<file path="src/rtl/acoustic_onset_detector.sv">
// Acoustic onset detector: rectifies the sample stream, qualifies a run of
// samples at or above threshold, fires a fixed-length detect pulse, then
// holds off and waits for a hysteresis re-arm so one onset gives one pulse.
//
// state     | meaning
// ----------+-----------------------------------------------------------
// S_ARMED   | idle, tracking threshold/hyst, waiting for first loud sample
// S_QUALIFY | counting consecutive loud samples toward DEBOUNCE
// S_FIRE    | detect high, counting PULSE_LEN clock cycles
// S_HOLDOFF | ignoring HOLDOFF valid samples, still tracking peak
// S_REARM   | waiting for mag + hyst < threshold before arming again
module acoustic_onset_detector #(
    parameter int WIDTH     = 16,
    parameter int DEBOUNCE  = 3,
    parameter int PULSE_LEN = 4,
    parameter int HOLDOFF   = 8
) (
    input  logic             clk,
    input  logic             rst,
    input  logic             enable,
    input  logic             sample_valid,
    input  logic [WIDTH-1:0] sample,
    input  logic [WIDTH-1:0] threshold,
    input  logic [WIDTH-1:0] hyst,
    output logic             detect,
    output logic             busy,
    output logic [WIDTH-1:0] peak,
    output logic             peak_valid,
    output logic [15:0]      event_cnt
);

    typedef enum logic [2:0] {
        S_ARMED   = 3'd0,
        S_QUALIFY = 3'd1,
        S_FIRE    = 3'd2,
        S_HOLDOFF = 3'd3,
        S_REARM   = 3'd4
    } state_t;

    localparam logic [WIDTH-1:0] MIN_NEG  = {1'b1, {(WIDTH-1){1'b0}}};
    localparam logic [WIDTH-1:0] MAX_POS  = {1'b0, {(WIDTH-1){1'b1}}};
    localparam logic [WIDTH-1:0] ONE      = {{(WIDTH-1){1'b0}}, 1'b1};
    localparam logic [7:0]       DEB_C    = 8'(DEBOUNCE);
    localparam logic [15:0]      PULSE_LD = 16'(PULSE_LEN - 1);
    localparam logic [15:0]      HOLD_LD  = 16'(HOLDOFF - 1);

    state_t           state, state_nxt;
    logic [WIDTH-1:0] mag_nxt;
    logic [WIDTH-1:0] mag;
    logic             mag_v;
    logic [WIDTH-1:0] thr_r;
    logic [WIDTH-1:0] hyst_r;
    logic [7:0]       qual_cnt;
    logic [15:0]      tmr;
    logic [WIDTH-1:0] peak_q;
    logic             peak_valid_q;
    logic [15:0]      event_cnt_q;

    logic             above;
    logic             below;
    logic [WIDTH:0]   rearm_sum;
    logic             rearm_ok;
    logic             tmr_zero;
    logic             qual_done;
    logic             fire_entry;
    logic             peak_load;
    logic             peak_track;

    // Rectifier; the most negative code has no positive twin, so clamp it.
    always_comb begin
        mag_nxt = sample;
        if (sample == MIN_NEG) begin
            mag_nxt = MAX_POS;
        end else if (sample[WIDTH-1]) begin
            mag_nxt = (~sample) + ONE;
        end
    end

    // Stage 1: registered magnitude and its qualifier.
    always_ff @(posedge clk) begin
        if (!rst) begin
            mag   <= '0;
            mag_v <= 1'b0;
        end else begin
            mag   <= mag_nxt;
            mag_v <= sample_valid & enable;
        end
    end

    // Level compares; the re-arm sum carries an extra bit so it cannot wrap.
    always_comb begin
        above      = mag_v && (mag >= thr_r);
        below      = mag_v && (mag < thr_r);
        rearm_sum  = {1'b0, mag} + {1'b0, hyst_r};
        rearm_ok   = mag_v && (rearm_sum < {1'b0, thr_r});
        tmr_zero   = (tmr == 16'd0);
        qual_done  = ((qual_cnt + 8'd1) == DEB_C);
    end

    // State register.
    always_ff @(posedge clk) begin
        if (!rst) begin
            state <= S_ARMED;
        end else begin
            state <= state_nxt;
        end
    end

    // Next-state decode plus the strobes the datapath needs.
    always_comb begin
        state_nxt  = state;
        peak_load  = 1'b0;
        peak_track = 1'b0;
        if (!enable) begin
            state_nxt = S_ARMED;
        end else begin
            case (state)
                S_ARMED: begin
                    if (above) begin
                        state_nxt = (DEBOUNCE == 1) ? S_FIRE : S_QUALIFY;
                        peak_load = 1'b1;
                    end
                end
                S_QUALIFY: begin
                    peak_track = mag_v;
                    if (above && qual_done) begin
                        state_nxt = S_FIRE;
                    end else if (below) begin
                        state_nxt = S_ARMED;
                    end
                end
                S_FIRE: begin
                    peak_track = mag_v;
                    if (tmr_zero) begin
                        state_nxt = S_HOLDOFF;
                    end
                end
                S_HOLDOFF: begin
                    peak_track = mag_v;
                    if (mag_v && tmr_zero) begin
                        state_nxt = S_REARM;
                    end
                end
                S_REARM: begin
                    if (rearm_ok) begin
                        state_nxt = S_ARMED;
                    end
                end
                default: state_nxt = S_ARMED;
            endcase
        end
        fire_entry = (state_nxt == S_FIRE) && (state != S_FIRE);
    end

    // Counters, thresholds, peak tracking and event statistics.
    always_ff @(posedge clk) begin
        if (!rst) begin
            thr_r        <= '0;
            hyst_r       <= '0;
            qual_cnt     <= 8'd0;
            tmr          <= 16'd0;
            peak_q       <= '0;
            peak_valid_q <= 1'b0;
            event_cnt_q  <= 16'd0;
        end else begin
            peak_valid_q <= 1'b0;
            if (state == S_ARMED) begin
                thr_r  <= threshold;
                hyst_r <= hyst;
            end
            if (!enable) begin
                qual_cnt <= 8'd0;
                tmr      <= 16'd0;
            end else begin
                case (state)
                    S_ARMED: begin
                        if (above) begin
                            qual_cnt <= 8'd1;
                        end
                    end
                    S_QUALIFY: begin
                        if (above) begin
                            qual_cnt <= qual_cnt + 8'd1;
                        end else if (below) begin
                            qual_cnt <= 8'd0;
                        end
                    end
                    S_FIRE: begin
                        tmr <= tmr_zero ? HOLD_LD : tmr - 16'd1;
                    end
                    S_HOLDOFF: begin
                        if (mag_v) begin
                            if (tmr_zero) begin
                                peak_valid_q <= 1'b1;
                            end else begin
                                tmr <= tmr - 16'd1;
                            end
                        end
                    end
                    default: ;
                endcase
                if (fire_entry) begin
                    qual_cnt <= 8'd0;
                    tmr      <= PULSE_LD;
                    if (event_cnt_q != 16'hFFFF) begin
                        event_cnt_q <= event_cnt_q + 16'd1;
                    end
                end
                if (peak_load) begin
                    peak_q <= mag;
                end else if (peak_track && (mag > peak_q)) begin
                    peak_q <= mag;
                end
            end
        end
    end

    assign detect     = (state == S_FIRE);
    assign busy       = (state != S_ARMED);
    assign peak       = peak_q;
    assign peak_valid = peak_valid_q;
    assign event_cnt  = event_cnt_q;

endmodule

</file>
<file path="config.mk">
export PLATFORM = sky130hd
export DESIGN_NAME = acoustic_onset_detector
export DESIGN_NICKNAME = d
export VERILOG_FILES = /design/src/rtl/acoustic_onset_detector.sv
export SDC_FILE = /design/constraint.sdc
export NUM_CORES = 1
export LEC_CHECK = 0
export CAP_MARGIN = 15
export CORE_MARGIN = 3
export CORE_UTILIZATION = 35
export DETAILED_ROUTE_END_ITERATION = 12
export PLACE_DENSITY_LB_ADDON = 0.1
export SLEW_MARGIN = 15
export SYNTH_ARGS = -nofsm -noshare
export SYNTH_HDL_FRONTEND = slang
export SYNTH_SLANG_ARGS = --single-unit
</file>
<file path="constraint.sdc">
create_clock -name clk -period 5.4 [get_ports clk]
set_input_delay 1.62 -clock clk [delete_from_list [all_inputs] [get_ports clk]]
set_output_delay 1.62 -clock clk [all_outputs]
set_load 0.01 [all_outputs]
</file>
==> results_dict.tcl, run 1 <==
set metrics [dict create \
    yosys.area_share.adder 0.131 \
    ys.flop_type "dfxtp_1" \
    yosys.area.top_type_share 0.323 \
    maxCapViolCount 0 \
    min_delay_path_depth 2 \
    avgSynthCellArea_sq_um 7.99 \
    wl_per_cell_um 14.8 \
    clk_pin_slew_ns 0.08 \
    yosysTopAreaCell "dfxtp_1" \
    use_met1 0.229 \
    power_leakage_nw 3.11 \
    stdcell_area_sq_mm 0.00817 \
    cts_hold_buf 0 \
    synth_area_sq_mm 0.00675 \
    ctsResizeCount 0 \
    ys_top_cells_by_area "dfxtp_1, ha_1, nand2_1, a21oi_1, xnor2_1" \
    synthArstFlopShare 0 \
    endpoint_kind "register" \
    cts_setup_buffers 0 \
    clock-sinks 109 \
    antenna_found_initial 0 \
    finalWorstPathRequiredPeriod_ns 3.75 \
    slew_headroom 0.383 \
    cp.arrival_ns 4.00 \
    synthTopCellsByCount "nand2_1, dfxtp_1, a21oi_1, ha_1, nor2_1" \
    start_util 0.358 \
    die_w_um 145 \
    fmax_ghz 0.266 \
    seq_area_frac_synth 0.323 \
    reg2reg_depth 16 \
    max-vdd-ir-drop_uv 141 \
    fin_ws_ns 1.65 \
    worstMarginPinSlew_ns 0.925 \
    synth_edf_count 0 \
    drt_first_pass_iters 4 \
    synthMuxAreaShare 0.0299 \
    path_cells "ha_1, o21ai_0, o21ai_0, a31oi_1, a211o_1, o21ai_0, a21oi_1, xnor2_1, ha_1, a211oi_1, nand2_1, a21oi_1, o211a_1, o21ai_0, a31oi_1, o21bai_1" \
    synth_warnings 0 \
    final_core_util 0.434 \
    critPathLaunch "mag[2]$_SDFF_PN0_" \
    critPathKind "register to register" \
    antenna_left 0 \
    cp_common_cell "o21ai_0" \
    drt_iter0_drc 271 \
    synthSimpleGateAreaFrac 0.235 \
    postPlaceCellArea_sq_mm 0.00783 \
    synth_top_family_by_area "simple AND/OR/NAND/NOR gates" \
    met2_usage 0.289 \
    clock_path_buffers 2 \
    vias 5931 \
    track_usage 0.173 \
    routed_via_density 5.03 \
    drive_gt1_frac 0.0436 \
    rr_startpoint "mag[2]$_SDFF_PN0_" \
    htree_num_levels 3 \
    dieHeight_um 145 \
    worstPathMaxFanout 4 \
    route.detailed.drc 0 \
    antennaDiodeCount 0 \
    syn_to_final_growth_pct 21.1 \
    cts-buffers-inserted 9 \
    synth_xor_area_frac 0.0441 \
    synth-compound-area-share 0.187 \
    synth_fp_nets 966 \
    outcome "complete, no violations" \
    met3_usage 0.0338 \
    final-hold-violation-count 0 \
    die_area_sq_mm 0.0210 \
    p_per_area_mw_per_mm2 233 \
    synthCells 844 \
    gp_congestion 0.769 \
    grt_max_degree 61 \
    top_usage_layer "met2" \
    ios 87 \
    cts_root_buffer "clkbuf_16" \
    cp_slowest_cell "dfxtp_1" \
    synth_most_common_cell "nand2_1" \
    pre_cts_slack_ns 1.28 \
    hp-start "thr_r[12]$_SDFFE_PN0P_" \
    ys_types 62 \
    fillers 1955 \
    grt_pass1_vias 5677 \
    rows 50 \
    fin_crit_sh 0.695 \
    grt_pass1_wl_um 28800 \
    required_ns 5.65 \
    hp-class "register to register" \
    tritoncts "built" \
    drt-total-wl_um 17400 \
    numPortBuffers 86 \
    setup_viol_count_final 0 \
    fin_nets 1035 \
    overflow 0 \
    tns_ns 0 \
    core_area_sq_mm 0.0188 \
    skew_ns 0.00813 \
    cpPeakStageDelay_ns 0.39 \
    dp_hpwl_um 12800 \
    startpoint_type "register" \
    yosys_register_bits 109 \
    rsz0062_at_grt "no" \
    clk_latency_ns 0.36 \
    maxSlewViolCount 0 \
]
## routing by layer
metal / wire (um) / share of wire
met1: 8530 / 0.49
met2: 8030 / 0.46
met3: 646 / 0.037
met4: 235 / 0.013
met5: 0 / 0
## cells by family (layout without fill, tap and decap cells)
kind of cell | Yosys count | count (layout)
adders and majority gates | 70 | 70
DFF | 109 | 109
and+or+nand+nor | 326 | 326
AOI/OAI and AO/OA | 202 | 202
xor gates and xnor gates | 34 | 34
buffers and inverters | 83 | 157
muxes | 20 | 20
## final cells by class
class | instances | area (sq um) | share of cell area
clock buffers | 9 | 225 | 0.0276
clock inverters | 7 | 92.6 | 0.0113
inverters | 49 | 184 | 0.0225
multi-input cells | 652 | 4240 | 0.519
flip-flops and latches | 109 | 2180 | 0.267
well taps | 260 | 325 | 0.0398
repair buffers | 92 | 918 | 0.112
## flip-flops by register name, summed over array words and instances, names as in the netlist
signal	count
event_cnt	16
mag	16
peak	16
state	3
mag_v	1
hyst_r	16
qual_cnt	8
tmr	16
thr_r	16
peak_valid	1
## power by group
group / internal, mW / switching, mW
Combinational: 0.154 / 0.174
Sequential: 0.828 / 0.0310
Clock: 0.373 / 0.342
Total: 1.35 / 0.546
## worst max-delay path: cells and delay by family (launching register included)
family          cells  cell delay, ns
simple gates        1            0.09
compound gates     12            2.34
fa+ha+maj           2            0.68
xor+xnor            1            0.13
flops               1            0.39
## worst paths after layout
kind	endpoint	slack, ns
min	thr_r[12]$_SDFFE_PN0P_	0.46
max	state[2]$_SDFF_PN0_	1.65
min reg2reg	thr_r[12]$_SDFFE_PN0P_	0.46
max reg2reg	state[2]$_SDFF_PN0_	1.65
## stage by stage
stage	power, mW	hold WS (ns)	std cells
floorplan	1.09	0.436	844
global placement	1.20	0.444	1161
detailed placement	1.21	0.451	1161
CTS	1.93	0.464	1177
global route	2.01	0.480	1178
finish	1.90	0.459	1178
## cell usage in the layout, fill, tap and decap left out, types with 3 or more instances in the layout
| cell | netlist | layout |
|---|---|---|
| xor2_1 | 11 | 11 |
| nand2b_1 | 7 | 7 |
| o21ai_0 | 27 | 27 |
| o31ai_1 | 17 | 17 |
| nor2b_1 | 6 | 6 |
| inv_1 | 48 | 48 |
| nor2_1 | 49 | 49 |
| dfxtp_1 | 109 | 109 |
| xnor2_1 | 23 | 23 |
| nand3b_1 | 3 | 3 |
| nand3_1 | 25 | 25 |
| or4_1 | 15 | 15 |
| nand2_1 | 145 | 145 |
| a211oi_1 | 5 | 5 |
| o21bai_1 | 3 | 3 |
| ha_1 | 69 | 69 |
| or3_1 | 9 | 9 |
| nor4_1 | 9 | 9 |
| a21o_1 | 9 | 9 |
| nand4_1 | 11 | 11 |
| nor3_1 | 17 | 16 |
| clkbuf_16 | 0 | 9 |
| o21a_1 | 6 | 6 |
| a211o_1 | 4 | 4 |
| buf_4 | 0 | 5 |
| clkdlybuf4s50_1 | 0 | 86 |
| a31oi_1 | 9 | 9 |
| and3_1 | 11 | 11 |
| and2_1 | 5 | 5 |
| a21oi_1 | 94 | 94 |
| o211ai_1 | 7 | 7 |
| mux2i_1 | 19 | 19 |
Note: power is estimated with default switching activity, not from simulation.
==> inputs of run 2 (changes only) <==
==> constraint.sdc (replaced) <==
create_clock -name clk -period 3.61 [get_ports clk]
set_input_delay 1.083 -clock clk [delete_from_list [all_inputs] [get_ports clk]]
set_output_delay 1.083 -clock clk [all_outputs]
set_load 0.01 [all_outputs]
==> run 2 against run 1 <==
Against the previous run: sequential power grew 49%; core utilization grew 0.66 points; clock skew grew 0.0047 ns; sequential share of layout area shrank 0.37 points; final area grew 1.5%; die area is the same; global-route usage shrank 0.33 points; maximum frequency grew 12%; count of clock-buffer cells in the layout grew 4; critical path type unchanged; largest cell class unchanged; highest routed layer unchanged.
==> results_dict.tcl, run 2 (same netlist as run 1, synthesis figures left out) <==
set metrics [dict create \
    outcome "complete, no violations" \
    route.detailed.drc 0 \
    cts_root_buffer "clkbuf_16" \
    antennaDiodeCount 0 \
    power_leakage_nw 3.18 \
    endpoint_kind "register" \
    rows 50 \
    final-hold-violation-count 0 \
    fin_nets 1050 \
    cp_slowest_cell "dfxtp_2" \
    ios 87 \
    vias 5972 \
    clock-sinks 109 \
    cpPeakStageDelay_ns 0.38 \
    setup_viol_count_final 0 \
    core_area_sq_mm 0.0188 \
    pre_cts_slack_ns 0.128 \
    htree_num_levels 3 \
    drive_gt1_frac 0.0665 \
    dieHeight_um 145 \
    maxSlewViolCount 0 \
    antenna_left 0 \
    die_area_sq_mm 0.0210 \
    postPlaceCellArea_sq_mm 0.00795 \
    track_usage 0.169 \
    finalPower_mw 2.77 \
    slew_headroom 0.662 \
    drt-total-wl_um 17500 \
    cts-buffers-inserted 9 \
    tritoncts "built" \
    worstMarginPinSlew_ns 0.506 \
    maxCapViolCount 0 \
    hp-class "register to register" \
    drt_iter0_drc 326 \
    required_ns 3.85 \
    fin_crit_sh 0.927 \
    path_cells "ha_4, inv_2, fa_2, nor2b_1, o31a_1, o211ai_1, a21o_1, buf_4, nand2_1, nor2_1, xnor2_1, ha_1, a21o_1, a21o_1, a211oi_2, o211a_1, o21ai_0, a31oi_1, o21bai_1" \
    grt_pass1_vias 5502 \
    die_w_um 145 \
    grt_pass1_wl_um 28200 \
    stdcell_area_sq_mm 0.00829 \
    fin_ws_ns 0.262 \
    max-vdd-ir-drop_uv 209 \
    start_util 0.358 \
    numPortBuffers 86 \
    drt_first_pass_iters 4 \
    dp_hpwl_um 13200 \
    worstPathMaxFanout 3 \
    cp_common_cell "a21o_1" \
    clk_pin_slew_ns 0.07 \
    mostFrequentLayoutCell "nand2_1" \
    cp_top_family "compound AO/OA/AOI/OAI gates" \
    path_buf_inv 2 \
    clk_latency_ns 0.36 \
    syn_to_final_growth_pct 22.9 \
    routed_via_density 5.01 \
    overflow 0 \
    wl_per_cell_um 14.7 \
    cp.arrival_ns 3.59 \
    finalWorstPathRequiredPeriod_ns 3.35 \
    clock_path_buffers 2 \
    startpoint_type "register" \
    final_cell_mix "nand2_1, dfxtp_1, a21oi_1" \
    critPathKind "register to register" \
    antenna_found_initial 0 \
    grt_max_degree 47 \
    fmax_ghz 0.299 \
    skew_ns 0.0128 \
    gp_congestion 0.817 \
    p_per_area_mw_per_mm2 334 \
]
[run 2: worst reg2reg max path: stages, from the launching register on]
cell and delay [ns]:
dfxtp_2 0.38, ha_4 0.15, inv_2 0.04, fa_2 0.35, nor2b_1 0.14, o31a_1 0.18
o211ai_1 0.13, a21o_1 0.22, buf_4 0.13, nand2_1 0.05, nor2_1 0.05, xnor2_1 0.14
ha_1 0.19, a21o_1 0.15, a21o_1 0.19, a211oi_2 0.24, o211a_1 0.15, o21ai_0 0.07
a31oi_1 0.21, o21bai_1 0.08
[run 2: area by class of cell]
| class | count | area (sq um) |
|---|---|---|
| clock inverter | 3 | 18.8 |
| inverter | 49 | 184 |
| fill | 1921 | 10500 |
| timing repair buffer | 107 | 1030 |
| clock buffer | 13 | 270 |
| sequential | 109 | 2180 |
| tap | 260 | 325 |
| multi-input combinational | 652 | 4280 |
[run 2: where the power goes]
group / internal, mW / total, mW / leakage (nW) / switching, mW
registers: 1.24 / 1.28 / 0.892 / 0.0426
logic: 0.244 / 0.513 / 2.14 / 0.269
clock network: 0.525 / 0.974 / 0.146 / 0.449
[run 2: stage by stage]
step,util,cells,hold WS (ns),TNS (ns)
3_3_place_gp,0.422,1175,0.445,0
2_1_floorplan,-,844,0.436,0
5_1_grt,0.440,1193,0.474,-0.0111
3_5_place_dp,0.422,1175,0.447,0
6_report,0.440,1193,0.457,0
4_1_cts,0.437,1191,0.458,0
[run 2: timing repair]
item | CTS | global route
setup endpoints to repair | 0 | 1
setup buffers | 0 | 2
hold buffers | 0 | 0
endpoints found under the hold margin | 0 | 0
resized for setup | 0 | 10
[run 2: worst paths after layout]
kind,startpoint,endpoint,slack [ns],depth (start not counted)
hold reg to reg,thr_r[12]$_SDFFE_PN0P_,thr_r[12]$_SDFFE_PN0P_,0.46,2
setup reg to reg,mag[0]$_SDFF_PN0_,state[2]$_SDFF_PN0_,0.26,19
setup / recovery,mag[0]$_SDFF_PN0_,state[2]$_SDFF_PN0_,0.26,19
hold / removal,thr_r[12]$_SDFFE_PN0P_,thr_r[12]$_SDFFE_PN0P_,0.46,2
[run 2: per-layer routing]
metal / up-vias / track usage / part of all wire
li1: 3169 / - / -
met1: 2708 / 0.223 / 0.49
met2: 83 / 0.289 / 0.47
met3: 12 / 0.0283 / 0.028
met4: 0 / 0.0417 / 0.0099
met5: - / 0 / 0
==> inputs of run 3 (changes only) <==
--- a/config.mk
+++ b/config.mk
@@ -8,9 +8,9 @@
 export CAP_MARGIN = 15
 export CORE_MARGIN = 3
 export CORE_UTILIZATION = 35
+export CTS_BUF_LIST = sky130_fd_sc_hd__clkbuf_2 sky130_fd_sc_hd__clkbuf_4 sky130_fd_sc_hd__clkbuf_8
 export DETAILED_ROUTE_END_ITERATION = 12
 export PLACE_DENSITY_LB_ADDON = 0.1
-export SLEW_MARGIN = 15
 export SYNTH_ARGS = -nofsm -noshare
 export SYNTH_HDL_FRONTEND = slang
 export SYNTH_SLANG_ARGS = --single-unit
==> run 3 against run 2 <==
Against the previous run: total power fell by 8.8%; sequential share of layout area rose by 0.33 points; flip-flop and latch count is the same; largest cell class unchanged; highest routed layer unchanged.
==> results_dict.tcl, run 3 (same netlist as run 1, synthesis figures left out) <==
set metrics [dict create \
    fin_nets 1049 \
    clk_pin_slew_ns 0.10 \
    die_area_sq_mm 0.0210 \
    startpoint_type "register" \
    dp_cells 1175 \
    pre_cts_slack_ns 0.128 \
    fin_crit_sh 0.927 \
    antenna_left 0 \
    cts_root_buffer "clkbuf_8" \
    antenna_found_initial 0 \
    worstMarginPinSlew_ns 0.518 \
    grt_pass1_wl_um 28200 \
    clk_latency_ns 0.38 \
    drive_gt1_frac 0.0644 \
    htree_num_levels 3 \
    path_cells "ha_4, nor2b_1, o31a_1, o211ai_1, a21o_1, nand3_2, a2111o_1, o211ai_1, ha_1, o211ai_1, nor2_1, a21oi_1, o211a_1, o21ai_0, a31oi_1, o21bai_1" \
    start_util 0.358 \
    die_w_um 145 \
    whs_endpoint "thr_r[12]$_SDFFE_PN0P_" \
    clock_path_buffers 2 \
    tns_ns 0 \
    grt_max_degree 47 \
    ios 87 \
    maxSlewViolCount 0 \
    drt-total-wl_um 17500 \
    routed_via_density 5.00 \
    required_ns 3.88 \
    r2r-end "state[2]$_SDFF_PN0_" \
    setup_viol_count_final 0 \
    wl_per_cell_um 14.7 \
    rsz0062_at_grt "yes" \
    hp-start "thr_r[12]$_SDFFE_PN0P_" \
    instances_no_fill 1192 \
    vias 5964 \
    track_usage 0.169 \
    cts-buffers-inserted 9 \
    gp_congestion 0.817 \
    route.detailed.drc 0 \
    cp_common_cell "o211ai_1" \
    fmax_ghz 0.299 \
    maxCapViolCount 0 \
    hp-class "register to register" \
    antennaDiodeCount 0 \
    numPortBuffers 86 \
    finalPower_mw 2.53 \
    reg2reg_slack_ns 0.26 \
    skew_ns 0.0145 \
    worstPathMaxFanout 4 \
    overflow 0 \
    fillers 1940 \
    grt_pass1_vias 5499 \
    cp_slowest_cell "dfxtp_1" \
    cpPeakStageDelay_ns 0.47 \
    final-hold-violation-count 0 \
    mostFrequentLayoutCell "nand2_1" \
    finalWorstPathRequiredPeriod_ns 3.35 \
    max-vdd-ir-drop_uv 221 \
    tritoncts "built" \
    power_leakage_nw 3.13 \
    final_core_util 0.435 \
    dp_hpwl_um 13200 \
    rows 50 \
    fin_ws_ns 0.264 \
    p_per_area_mw_per_mm2 308 \
    drt_iter0_drc 323 \
    min_delay_path_depth 2 \
    final_cell_mix "nand2_1, dfxtp_1, a21oi_1" \
    dieHeight_um 145 \
    endpoint_kind "register" \
    clock-sinks 109 \
    cp.arrival_ns 3.62 \
    core_area_sq_mm 0.0188 \
    reg2reg_depth 16 \
    slew_headroom 0.654 \
    drt_first_pass_iters 4 \
    rr_startpoint "mag[2]$_SDFF_PN0_" \
    critPathKind "register to register" \
    outcome "complete, no violations" \
    syn_to_final_growth_pct 21.3 \
]
==> run 3: changes by cell type in the layout (fill, tap and decap cells not counted) <==
cell | before | now
dfxtp_1 | 107 | 108
clkbuf_16 | 9 | 0
clkbuf_8 | 3 | 12
clkbuf_1 | 1 | 0
inv_2 | 2 | 1
inv_1 | 47 | 48
dfxtp_2 | 2 | 1
clkbuf_4 | 0 | 1
buf_4 | 20 | 19
==> run 3: per-layer routing <==
layer	wire, um	GRT usage	vias to the layer above
li1	-	-	3167
met1	8620	0.224	2698
met2	8190	0.289	86
met3	474	0.0283	13
met4	191	0.0403	0
met5	0	0	-
==> run 3: layout make-up <==
| cell class | instances | area [sq um] | share of cell area |
|---|---|---|---|
| Inverter | 49 | 184 | 0.0225 |
| Clock inverter | 3 | 18.8 | 0.00229 |
| Timing Repair Buffer | 106 | 1020 | 0.125 |
| Multi-Input combinational cell | 652 | 4280 | 0.523 |
| Clock buffer | 13 | 173 | 0.0211 |
| Tap cell | 260 | 325 | 0.0397 |
| Sequential cell | 109 | 2180 | 0.267 |
==> run 3: where the power goes <==
group	internal [mW]	total [mW]	leakage [nW]	switching [mW]
registers	1.24	1.28	0.891	0.0428
clock network	0.315	0.732	0.103	0.416
logic	0.244	0.512	2.14	0.269
total	1.80	2.53	3.13	0.728
==> run 3: worst max-delay path by stage <==
| stage | from | slack [ns] | to |
|---|---|---|---|
| global route | mag[0]$_SDFF_PN0_ | -0.008 | state[2]$_SDFF_PN0_ |
| global placement | sample[7] | 0.13 | mag[13]$_SDFF_PN0_ |
| CTS | mag[2]$_SDFF_PN0_ | 0.12 | state[2]$_SDFF_PN0_ |
| finish | mag[2]$_SDFF_PN0_ | 0.26 | state[2]$_SDFF_PN0_ |
| detailed placement | sample[7] | 0.13 | mag[13]$_SDFF_PN0_ |
| floorplan | mag[0]$_SDFF_PN0_ | 0.54 | state[2]$_SDFF_PN0_ |
==> run 3: timing repair <==
action,CTS,global route
hold buffers,0,0
buffers inserted,0,1
setup endpoints to repair,0,1
resized for setup,0,8
==> run 3: metrics by stage <==
step	area [sq um]	hold WS, ns
final	8190	0.460
after global routing	8190	0.479
after CTS	8140	0.462
after detailed placement	7950	0.447
after global placement	7950	0.445
after floorplan	6750	0.436
==> run 3: critical path, delay by kind of cell (launching register included) <==
family,cells,cell delay [ns]
AND/OR/NAND/NOR,3,0.29
flip-flops,1,0.47
AO/OA/AOI/OAI,11,1.94
adder cells (fa/ha/maj),2,0.53
